==> src/rtl/result_bus_pipe.sv <==
// result_bus_pipe
//
// Producer side of the hazard bus. Tracks the destination descriptors of the
// instructions in EX, MEM and WB. Publishes the EX_* / MEM_* sets that the
// forwarder compares against ID-stage sources, and drives the register-file
// and HI/LO write port from WB.
//
// Ports
//   clk, rst_n                 clock, asynchronous active-low reset
//   stall                      load-use stall; inserts a bubble into EX
//   flush                      kills ID->EX and EX->MEM (taken branch/exception)
//   id_*                       ID-stage instruction descriptor
//   ex_alu_data/hi_in/lo_in    combinational EX results of the EX instruction
//   mem_load_data              load result of the MEM instruction
//   EX_*                       EX-stage descriptor and result data
//   MEM_*                      MEM-stage descriptor and result data
//   wb_*                       register-file and HI/LO write port
//   stall_cnt                  saturating count of stall bubbles
//
// Build option: define HILO_TRACK_EN to carry HI/LO enables and data through
// the pipe. Without it every HI/LO output is tied to 0.
module result_bus_pipe #(
  parameter int unsigned DW = 32,
  parameter int unsigned RW = 5
) (
  input  logic          clk,
  input  logic          rst_n,
  input  logic          stall,
  input  logic          flush,
  input  logic          id_valid,
  input  logic [5:0]    id_op,
  input  logic [5:0]    id_func,
  input  logic [RW-1:0] id_rdc,
  input  logic          id_rd_wena,
  input  logic          id_hi_wena,
  input  logic          id_lo_wena,
  input  logic [DW-1:0] ex_alu_data,
  input  logic [DW-1:0] ex_hi_in,
  input  logic [DW-1:0] ex_lo_in,
  input  logic [DW-1:0] mem_load_data,
  output logic [5:0]    EX_op,
  output logic [5:0]    EX_func,
  output logic [RW-1:0] EX_rdc,
  output logic          EX_rd_wena,
  output logic          EX_hi_wena,
  output logic          EX_lo_wena,
  output logic [DW-1:0] EX_rd_data,
  output logic [DW-1:0] EX_hi_data,
  output logic [DW-1:0] EX_lo_data,
  output logic [RW-1:0] MEM_rdc,
  output logic          MEM_rd_wena,
  output logic          MEM_hi_wena,
  output logic          MEM_lo_wena,
  output logic [DW-1:0] MEM_rd_data,
  output logic [DW-1:0] MEM_hi_data,
  output logic [DW-1:0] MEM_lo_data,
  output logic [RW-1:0] wb_rdc,
  output logic          wb_rd_wena,
  output logic [DW-1:0] wb_rd_data,
  output logic          wb_hi_wena,
  output logic [DW-1:0] wb_hi_data,
  output logic          wb_lo_wena,
  output logic [DW-1:0] wb_lo_data,
  output logic [15:0]   stall_cnt
);

  // Load opcodes (MIPS encoding)
  localparam logic [5:0] LwOp  = 6'b100011;
  localparam logic [5:0] LhOp  = 6'b100001;
  localparam logic [5:0] LhuOp = 6'b100101;
  localparam logic [5:0] LbOp  = 6'b100000;
  localparam logic [5:0] LbuOp = 6'b100100;

  logic          ex_valid_q, ex_valid_d;
  logic [5:0]    ex_op_q, ex_op_d;
  logic [5:0]    ex_func_q, ex_func_d;
  logic [RW-1:0] ex_rdc_q, ex_rdc_d;
  logic          ex_rd_wena_q, ex_rd_wena_d;
  logic          ex_is_load_q, ex_is_load_d;

  logic          mem_valid_q, mem_valid_d;
  logic [RW-1:0] mem_rdc_q, mem_rdc_d;
  logic          mem_rd_wena_q, mem_rd_wena_d;
  logic          mem_is_load_q, mem_is_load_d;
  logic [DW-1:0] mem_alu_q, mem_alu_d;

  logic [RW-1:0] wb_rdc_q, wb_rdc_d;
  logic          wb_rd_wena_q, wb_rd_wena_d;
  logic [DW-1:0] wb_rd_data_q, wb_rd_data_d;

  logic [15:0]   stall_cnt_q, stall_cnt_d;
  logic          id_is_load;

  assign id_is_load = (id_op == LwOp) || (id_op == LhOp) || (id_op == LhuOp) ||
                      (id_op == LbOp) || (id_op == LbuOp);

  always_comb begin
    // WB always receives the old MEM contents, enables already gated by valid
    wb_rdc_d      = mem_rdc_q;
    wb_rd_wena_d  = MEM_rd_wena;
    wb_rd_data_d  = MEM_rd_data;
    // Bubble defaults for EX and MEM
    ex_valid_d    = 1'b0;
    ex_op_d       = '0;
    ex_func_d     = '0;
    ex_rdc_d      = '0;
    ex_rd_wena_d  = 1'b0;
    ex_is_load_d  = 1'b0;
    mem_valid_d   = 1'b0;
    mem_rdc_d     = '0;
    mem_rd_wena_d = 1'b0;
    mem_is_load_d = 1'b0;
    mem_alu_d     = '0;
    stall_cnt_d   = stall_cnt_q;
    if (!flush) begin
      mem_valid_d   = ex_valid_q;
      mem_rdc_d     = ex_rdc_q;
      mem_rd_wena_d = ex_rd_wena_q;
      mem_is_load_d = ex_is_load_q;
      mem_alu_d     = ex_alu_data;
      if (stall) begin
        if (stall_cnt_q != 16'hFFFF) stall_cnt_d = stall_cnt_q + 16'd1;
      end else begin
        ex_valid_d   = id_valid;
        ex_op_d      = id_op;
        ex_func_d    = id_func;
        ex_rdc_d     = id_rdc;
        // $0 is never written nor forwarded
        ex_rd_wena_d = id_rd_wena && (id_rdc != '0);
        ex_is_load_d = id_is_load;
      end
    end
  end

  always_ff @(posedge clk or negedge rst_n) begin
    if (!rst_n) begin
      ex_valid_q    <= 1'b0;
      ex_op_q       <= '0;
      ex_func_q     <= '0;
      ex_rdc_q      <= '0;
      ex_rd_wena_q  <= 1'b0;
      ex_is_load_q  <= 1'b0;
      mem_valid_q   <= 1'b0;
      mem_rdc_q     <= '0;
      mem_rd_wena_q <= 1'b0;
      mem_is_load_q <= 1'b0;
      mem_alu_q     <= '0;
      wb_rdc_q      <= '0;
      wb_rd_wena_q  <= 1'b0;
      wb_rd_data_q  <= '0;
      stall_cnt_q   <= '0;
    end else begin
      ex_valid_q    <= ex_valid_d;
      ex_op_q       <= ex_op_d;
      ex_func_q     <= ex_func_d;
      ex_rdc_q      <= ex_rdc_d;
      ex_rd_wena_q  <= ex_rd_wena_d;
      ex_is_load_q  <= ex_is_load_d;
      mem_valid_q   <= mem_valid_d;
      mem_rdc_q     <= mem_rdc_d;
      mem_rd_wena_q <= mem_rd_wena_d;
      mem_is_load_q <= mem_is_load_d;
      mem_alu_q     <= mem_alu_d;
      wb_rdc_q      <= wb_rdc_d;
      wb_rd_wena_q  <= wb_rd_wena_d;
      wb_rd_data_q  <= wb_rd_data_d;
      stall_cnt_q   <= stall_cnt_d;
    end
  end

  assign EX_op       = ex_op_q;
  assign EX_func     = ex_func_q;
  assign EX_rdc      = ex_rdc_q;
  assign EX_rd_wena  = ex_valid_q & ex_rd_wena_q;
  assign EX_rd_data  = ex_alu_data;
  assign MEM_rdc     = mem_rdc_q;
  assign MEM_rd_wena = mem_valid_q & mem_rd_wena_q;
  // Load data is substituted combinationally so it can be forwarded this cycle
  assign MEM_rd_data = mem_is_load_q ? mem_load_data : mem_alu_q;
  assign wb_rdc      = wb_rdc_q;
  assign wb_rd_wena  = wb_rd_wena_q;
  assign wb_rd_data  = wb_rd_data_q;
  assign stall_cnt   = stall_cnt_q;

`ifdef HILO_TRACK_EN
  logic          ex_hi_wena_q, ex_hi_wena_d, ex_lo_wena_q, ex_lo_wena_d;
  logic          mem_hi_wena_q, mem_hi_wena_d, mem_lo_wena_q, mem_lo_wena_d;
  logic [DW-1:0] mem_hi_q, mem_hi_d, mem_lo_q, mem_lo_d;
  logic          wb_hi_wena_q, wb_hi_wena_d, wb_lo_wena_q, wb_lo_wena_d;
  logic [DW-1:0] wb_hi_data_q, wb_hi_data_d, wb_lo_data_q, wb_lo_data_d;

  always_comb begin
    wb_hi_wena_d  = MEM_hi_wena;
    wb_lo_wena_d  = MEM_lo_wena;
    wb_hi_data_d  = mem_hi_q;
    wb_lo_data_d  = mem_lo_q;
    ex_hi_wena_d  = 1'b0;
    ex_lo_wena_d  = 1'b0;
    mem_hi_wena_d = 1'b0;
    mem_lo_wena_d = 1'b0;
    mem_hi_d      = '0;
    mem_lo_d      = '0;
    if (!flush) begin
      mem_hi_wena_d = ex_hi_wena_q;
      mem_lo_wena_d = ex_lo_wena_q;
      mem_hi_d      = ex_hi_in;
      mem_lo_d      = ex_lo_in;
      if (!stall) begin
        ex_hi_wena_d = id_hi_wena;
        ex_lo_wena_d = id_lo_wena;
      end
    end
  end

  always_ff @(posedge clk or negedge rst_n) begin
    if (!rst_n) begin
      ex_hi_wena_q  <= 1'b0;
      ex_lo_wena_q  <= 1'b0;
      mem_hi_wena_q <= 1'b0;
      mem_lo_wena_q <= 1'b0;
      mem_hi_q      <= '0;
      mem_lo_q      <= '0;
      wb_hi_wena_q  <= 1'b0;
      wb_lo_wena_q  <= 1'b0;
      wb_hi_data_q  <= '0;
      wb_lo_data_q  <= '0;
    end else begin
      ex_hi_wena_q  <= ex_hi_wena_d;
      ex_lo_wena_q  <= ex_lo_wena_d;
      mem_hi_wena_q <= mem_hi_wena_d;
      mem_lo_wena_q <= mem_lo_wena_d;
      mem_hi_q      <= mem_hi_d;
      mem_lo_q      <= mem_lo_d;
      wb_hi_wena_q  <= wb_hi_wena_d;
      wb_lo_wena_q  <= wb_lo_wena_d;
      wb_hi_data_q  <= wb_hi_data_d;
      wb_lo_data_q  <= wb_lo_data_d;
    end
  end

  assign EX_hi_wena  = ex_valid_q & ex_hi_wena_q;
  assign EX_lo_wena  = ex_valid_q & ex_lo_wena_q;
  assign EX_hi_data  = ex_hi_in;
  assign EX_lo_data  = ex_lo_in;
  assign MEM_hi_wena = mem_valid_q & mem_hi_wena_q;
  assign MEM_lo_wena = mem_valid_q & mem_lo_wena_q;
  assign MEM_hi_data = mem_hi_q;
  assign MEM_lo_data = mem_lo_q;
  assign wb_hi_wena  = wb_hi_wena_q;
  assign wb_lo_wena  = wb_lo_wena_q;
  assign wb_hi_data  = wb_hi_data_q;
  assign wb_lo_data  = wb_lo_data_q;
`else
  logic unused_hilo;
  assign unused_hilo = ^{id_hi_wena, id_lo_wena, ex_hi_in, ex_lo_in};

  assign EX_hi_wena  = 1'b0;
  assign EX_lo_wena  = 1'b0;
  assign EX_hi_data  = '0;
  assign EX_lo_data  = '0;
  assign MEM_hi_wena = 1'b0;
  assign MEM_lo_wena = 1'b0;
  assign MEM_hi_data = '0;
  assign MEM_lo_data = '0;
  assign wb_hi_wena  = 1'b0;
  assign wb_lo_wena  = 1'b0;
  assign wb_hi_data  = '0;
  assign wb_lo_data  = '0;
`endif

endmodule

==> config.mk <==
export PLATFORM = sky130hd
export DESIGN_NAME = result_bus_pipe
export DESIGN_NICKNAME = d
export VERILOG_FILES = /design/src/rtl/result_bus_pipe.sv
export SDC_FILE = /design/constraint.sdc
export NUM_CORES = 1
export LEC_CHECK = 0
export ABC_AREA = 0
export ABC_CLOCK_PERIOD_IN_PS = 2480
export BUFFER_PORTS_ARGS = -buffer_cell sky130_fd_sc_hd__buf_4
export CAP_MARGIN = 15
export CELL_PAD_IN_SITES_DETAIL_PLACEMENT = 1
export CELL_PAD_IN_SITES_GLOBAL_PLACEMENT = 2
export CORE_AREA = 10 10 183 185
export DETAILED_ROUTE_END_ITERATION = 8
export DIE_AREA = 0 0 193 195
export PLACE_DENSITY = 0.81
export SETUP_SLACK_MARGIN = 0.2
export SLEW_MARGIN = 20
export SYNTH_ARGS = -nofsm -noshare
export SYNTH_HDL_FRONTEND = slang
export SYNTH_SLANG_ARGS = --single-unit
export TNS_END_PERCENT = 20
==> constraint.sdc <==
create_clock -name clk -period 2.48 [get_ports clk]
set_clock_uncertainty 0.1 [all_clocks]
set_input_delay 0.744 -clock clk [delete_from_list [all_inputs] [get_ports clk]]
set_output_delay 0.744 -clock clk [all_outputs]
set_load 0.02 [all_outputs]
### After elaboration in Yosys (flattened, before gate mapping)

Index checks and enable logic that the tools add are counted.

| operators by class | value |
|---|---|
| add/sub/neg operators | 1 |
| $mul | 0 |
| div/mod/pow operators | 0 |
| order comparisons | 0 |
| equality and inequality tests | 6 |
| shift-type cells | 0 |
| muxes and demuxes | 18 |
| bitwise gates (word level) | 3 |
| reductions and logical operators | 7 |

Operators by type and width:

| cell | count |
|---|---|
| 32-bit 2-to-1 mux | 2 |
| 6-bit equality test, second input constant | 5 |
| 6-bit 2-to-1 mux | 4 |
| 16-bit by 1-bit adder with 16-bit output, second input constant | 1 |
| 16-bit != test, second input constant | 1 |
| 5-bit 2-to-1 mux | 3 |
| 1-bit 2-to-1 mux | 9 |
| 5-bit nonzero test | 1 |
| 1-bit logical OR | 4 |
| 3-bit AND reduction | 1 |
| 1-bit bitwise AND | 2 |
| 1-bit logical AND | 1 |
| 1-bit NOT | 1 |

| word-level totals | value |
|---|---|
| register bits after elaboration | 114 |
| latch bits | 0 |
| memory bits (writable) | 0 |
| ROM bits | 0 |
| output and inout port bits | 340 |
| logic and storage cells | 50 |
| memories kept | 0 |

### Logic depth before layout (Yosys ltp)

| depth | value |
|---|---|
| word-level depth | 7 |
| depth in mapped cells | 5 |
| depth with buffers taken out | 5 |

### Least setup slack after synthesis

No wires, ideal clock.

| timing path | value |
|---|---|
| path type | reg-to-output |
| start | register mem_is_load_q |
| end | output MEM_rd_data[25] |
| arrival | 1.276 ns |
| path slack | 0.360 ns |
| cell stages (with the launch flop) | 4 |
| buffers on the path | 2 |
| path through | dfrtp_1 clkbuf_1 buf_1 mux2_1 |

| on the way | value |
|---|---|
| longest elaborated chain between the ends | 1 |

RTL lines:

| element | RTL line | source |
|---|---|---|
| start, declared | 84 | `logic mem_is_load_q, mem_is_load_d;` |
| start signal, assigned | 162 | `mem_is_load_q <= mem_is_load_d;` |
| 32-bit 2-to-1 mux | 179 | `assign MEM_rd_data = mem_is_load_q ? mem_load_data : mem_alu_q;` |
| end, declared | 54 | `output logic [DW-1:0] MEM_rd_data,` |

Every way passes these cells.

### Worst setup path after layout

| timing path | value |
|---|---|
| start | register mem_is_load_q |
| end | output MEM_rd_data[10] |

The elaborated chain is that of the path after synthesis.

==> results.sh <==
export IMPL_synthDistinctLibCells=41
export IMPL_hold_path_class="reg -> reg"
export IMPL_layout_commonest_cell="buf_4"
export IMPL_seq_area_frac_synth_pct=48.9
export IMPL_gp_congestion=0.737
export IMPL_clockRootBuffer="clkbuf_16"
export IMPL_clk_latency_ns=0.41
export IMPL_grt_pass1_wl_um=28400
export IMPL_diodes=0
export IMPL_wl_met3_um=1830
export IMPL_drt_wl_total_um=20200
export IMPL_routed_top_layer="met4"
export IMPL_p_leak_nw=4.23
export IMPL_viasPerCell=3.23
export IMPL_finalWorstSetupSlack_ns=0.0295
export IMPL_grt_overflow=0
export IMPL_post_route_min_period_ns=2.45
export IMPL_drv_cap=0
export IMPL_drc=0
export IMPL_first_pass_iters=4
export IMPL_wl_met2_um=10800
export IMPL_hp_start="MEM_rdc[0]"
export IMPL_mostFrequentLayoutCells="buf_4, conb_1, dfrtp_1, nor2b_1, mux2_4"
export IMPL_whs_endpoint="wb_rdc[0]"
export IMPL_io_pin_count=493
export IMPL_crit_family="buffers and inverters"
export IMPL_r2r_end="stall_cnt[1]"
export IMPL_fmax_mhz=408
export IMPL_clockBufferDepth=2
export IMPL_grt_start_max_net_pins=115
export IMPL_timing_rr_start="stall_cnt[0]"
export IMPL_vdd_ir_drop_worst_mv=0.324
export IMPL_worst_setup_path_end_kind="output port"
export IMPL_cts_tree="yes"
export IMPL_cp_required_ns=1.64
export IMPL_coreArea_um2=30000
export IMPL_p_total_mw=5.83
export IMPL_portBuffers=228
export IMPL_synth_edf_count=0
export IMPL_netlist_area_um2=5830
export IMPL_avgSynthCellArea_um2=11.4
export IMPL_post_dp_hpwl_um=15500
export IMPL_relSlewSlack_pct=55.1
export IMPL_cpMaxStageDelayCell="dfrtp_2"
export IMPL_drt_met1_wl_um=7380
export IMPL_rows=64
export IMPL_hold_viol=0
export IMPL_path_clk_slew_ns=0.06
export IMPL_n_fill_cell=3490
export IMPL_crit_chain="buf_12 > buf_16 > mux2_4 > buf_6"
export IMPL_critPathMaxFanout=8
export IMPL_dr_total_vias=3691
export IMPL_yosys_register_bits=114
export IMPL_slew_violations=0
export IMPL_final_nets=889
export IMPL_first_global_vias=4375
export IMPL_arrival_ns=1.61
export IMPL_die_w_um=193
export IMPL_finalCritPeriodShare_pct=98.8
export IMPL_cpPeakStageDelay_ns=0.41
export IMPL_synth_warnings=0
export IMPL_postCtsHoldBufs=0
export IMPL_setup_violations_final=0
export IMPL_globalRouteTotalUtil_pct=10.1
export IMPL_cts_sinks=114
export IMPL_crit_buf_inv=3
export IMPL_cts_buffers_inserted=17
export IMPL_startpoint_type="flop"
export IMPL_r2r_slack_ns=0.62
export IMPL_post_drt_wl_per_cell_um=17.6
export IMPL_drt_initial_drc_count=79
export IMPL_final_layout_size_suffix_gt1_share_pct=42.2
export IMPL_async_reset_ff_share_pct=100
export IMPL_rsz0062_at_grt="yes"
export IMPL_antenna_found_initial=0
export IMPL_worst_slew_pin_transition_ns=0.673
export IMPL_die_area_um2=37600
export IMPL_htreeDepth=4
export IMPL_synth_main_ff_cell="dfrtp_1"
export IMPL_crit_type="reg -> out"
export IMPL_area_growth_pct=38.7
export IMPL_status="finished, final reports clean"
export IMPL_die_h_um=195
export IMPL_whs_path_depth=0
export IMPL_place_ws_ns=0.265
export IMPL_drtAntennaViolNets=0
export IMPL_initial_core_util_pct=19.4
export IMPL_syn_inst=514
export IMPL_ff2ff_path_depth=5
export IMPL_p_per_area_nw_per_um2=721
-- worst register-to-register path: stages (launching register included) --
cell	delay (ns)
dfrtp_1	0.40
ha_1	0.28
nand4_1	0.18
nor4_4	0.36
nor2_2	0.12
mux2_4	0.31
-- per-layer routing --
metal,vias up,GRT usage [%]
met5,-,0
met4,0,2.82
met3,7,3.62
met2,203,18.3
met1,1821,10.6
li1,1660,-
-- per-stage QoR --
step / util [%] / setup TNS, ns / cells / hold slack (ns) / instance area, um^2
CTS: 26.9 / -0.0231 / 1142 / 0.278 / 8070
detailed placement: 23.6 / 0 / 1101 / 0.264 / 7090
finish: 27.0 / 0 / 1144 / 0.275 / 8090
global placement: 23.6 / 0 / 1101 / 0.265 / 7090
global route: 27.0 / -0.230 / 1144 / 0.289 / 8090
floorplan: - / 0 / 711 / 0.339 / 6570
-- sequential cells by signal, indices dropped and copies added, names as in the netlist, 5 cells and up --
| register | cells |
|---|---|
| wb_rd_data | 32 |
| EX_func | 6 |
| stall_cnt | 16 |
| EX_op | 6 |
| EX_rdc | 5 |
| wb_rdc | 5 |
| mem_alu_q | 32 |
| MEM_rdc | 5 |
-- power by group --
part           switching [mW]  leakage, nW  internal, mW
combinational           0.754         2.44         0.422
clock                   0.965        0.289          1.60
sequential              0.109         1.50          1.98
-- worst max-delay path by stage --
stage                            startpoint               to  slack, ns  cells after the start
after detailed placement  mem_load_data[18]  MEM_rd_data[18]       0.26                      3
after global routing          mem_is_load_q  MEM_rd_data[14]      -0.02                      4
after CTS                     mem_is_load_q  MEM_rd_data[29]     -0.004                      4
after global placement    mem_load_data[18]  MEM_rd_data[18]       0.27                      3
final                         mem_is_load_q  MEM_rd_data[10]       0.03                      4
after floorplan               mem_is_load_q  MEM_rd_data[25]       0.36                      3
-- layout make-up --
type	instances	area [um^2]	share of cell area [%]
clock buffer	18	429	5.30
clock inverter	14	181	2.24
inverter	2	7.51	0.0928
multi-input combinational	355	2070	25.6
sequential	114	2850	35.3
tap	396	495	6.12
timing repair buffer	245	2060	25.4
-- Yosys cell counts (2+ instances only) --
| library cell | n | area, um^2 |
|---|---|---|
| nand4_1 | 6 | 37.5 |
| and4_1 | 2 | 17.5 |
| o311ai_1 | 2 | 17.5 |
| nor2b_1 | 41 | 257 |
| mux2_2 | 27 | 304 |
| nor2_1 | 4 | 15.0 |
| nand3_1 | 4 | 20.0 |
| buf_1 | 3 | 11.3 |
| buf_4 | 230 | 1730 |
| o21a_1 | 2 | 15.0 |
| a31oi_1 | 2 | 12.5 |
| nor3_1 | 4 | 20.0 |
| mux2_1 | 7 | 78.8 |
| xor2_1 | 5 | 43.8 |
| dfrtp_1 | 114 | 2850 |
| nand2_1 | 7 | 26.3 |
| clkbuf_1 | 6 | 22.5 |
| o21ai_0 | 2 | 10.0 |
| and2_1 | 19 | 119 |
| inv_1 | 2 | 7.51 |
| xnor2_1 | 4 | 35.0 |
| or2_1 | 2 | 12.5 |
-- logic make-up after synthesis --
kind of cell | after synthesis | share of synthesized area [%]
AOI/OAI and AO/OA | 12 | 1.42
xor gates and xnor gates | 9 | 1.35
adders and majority gates | 1 | 0.214
buffers and inverters | 242 | 30.4
DFF | 114 | 48.9
muxes | 35 | 6.82
other | 1 | 0.0643
and+or+nand+nor | 100 | 10.9
-- what timing repair did --
item	CTS	global route
setup buffers	6	2
setup endpoints to repair	32	32
cloned	3	0
gates resized for setup	69	2
(Power assumes the default switching activity.)
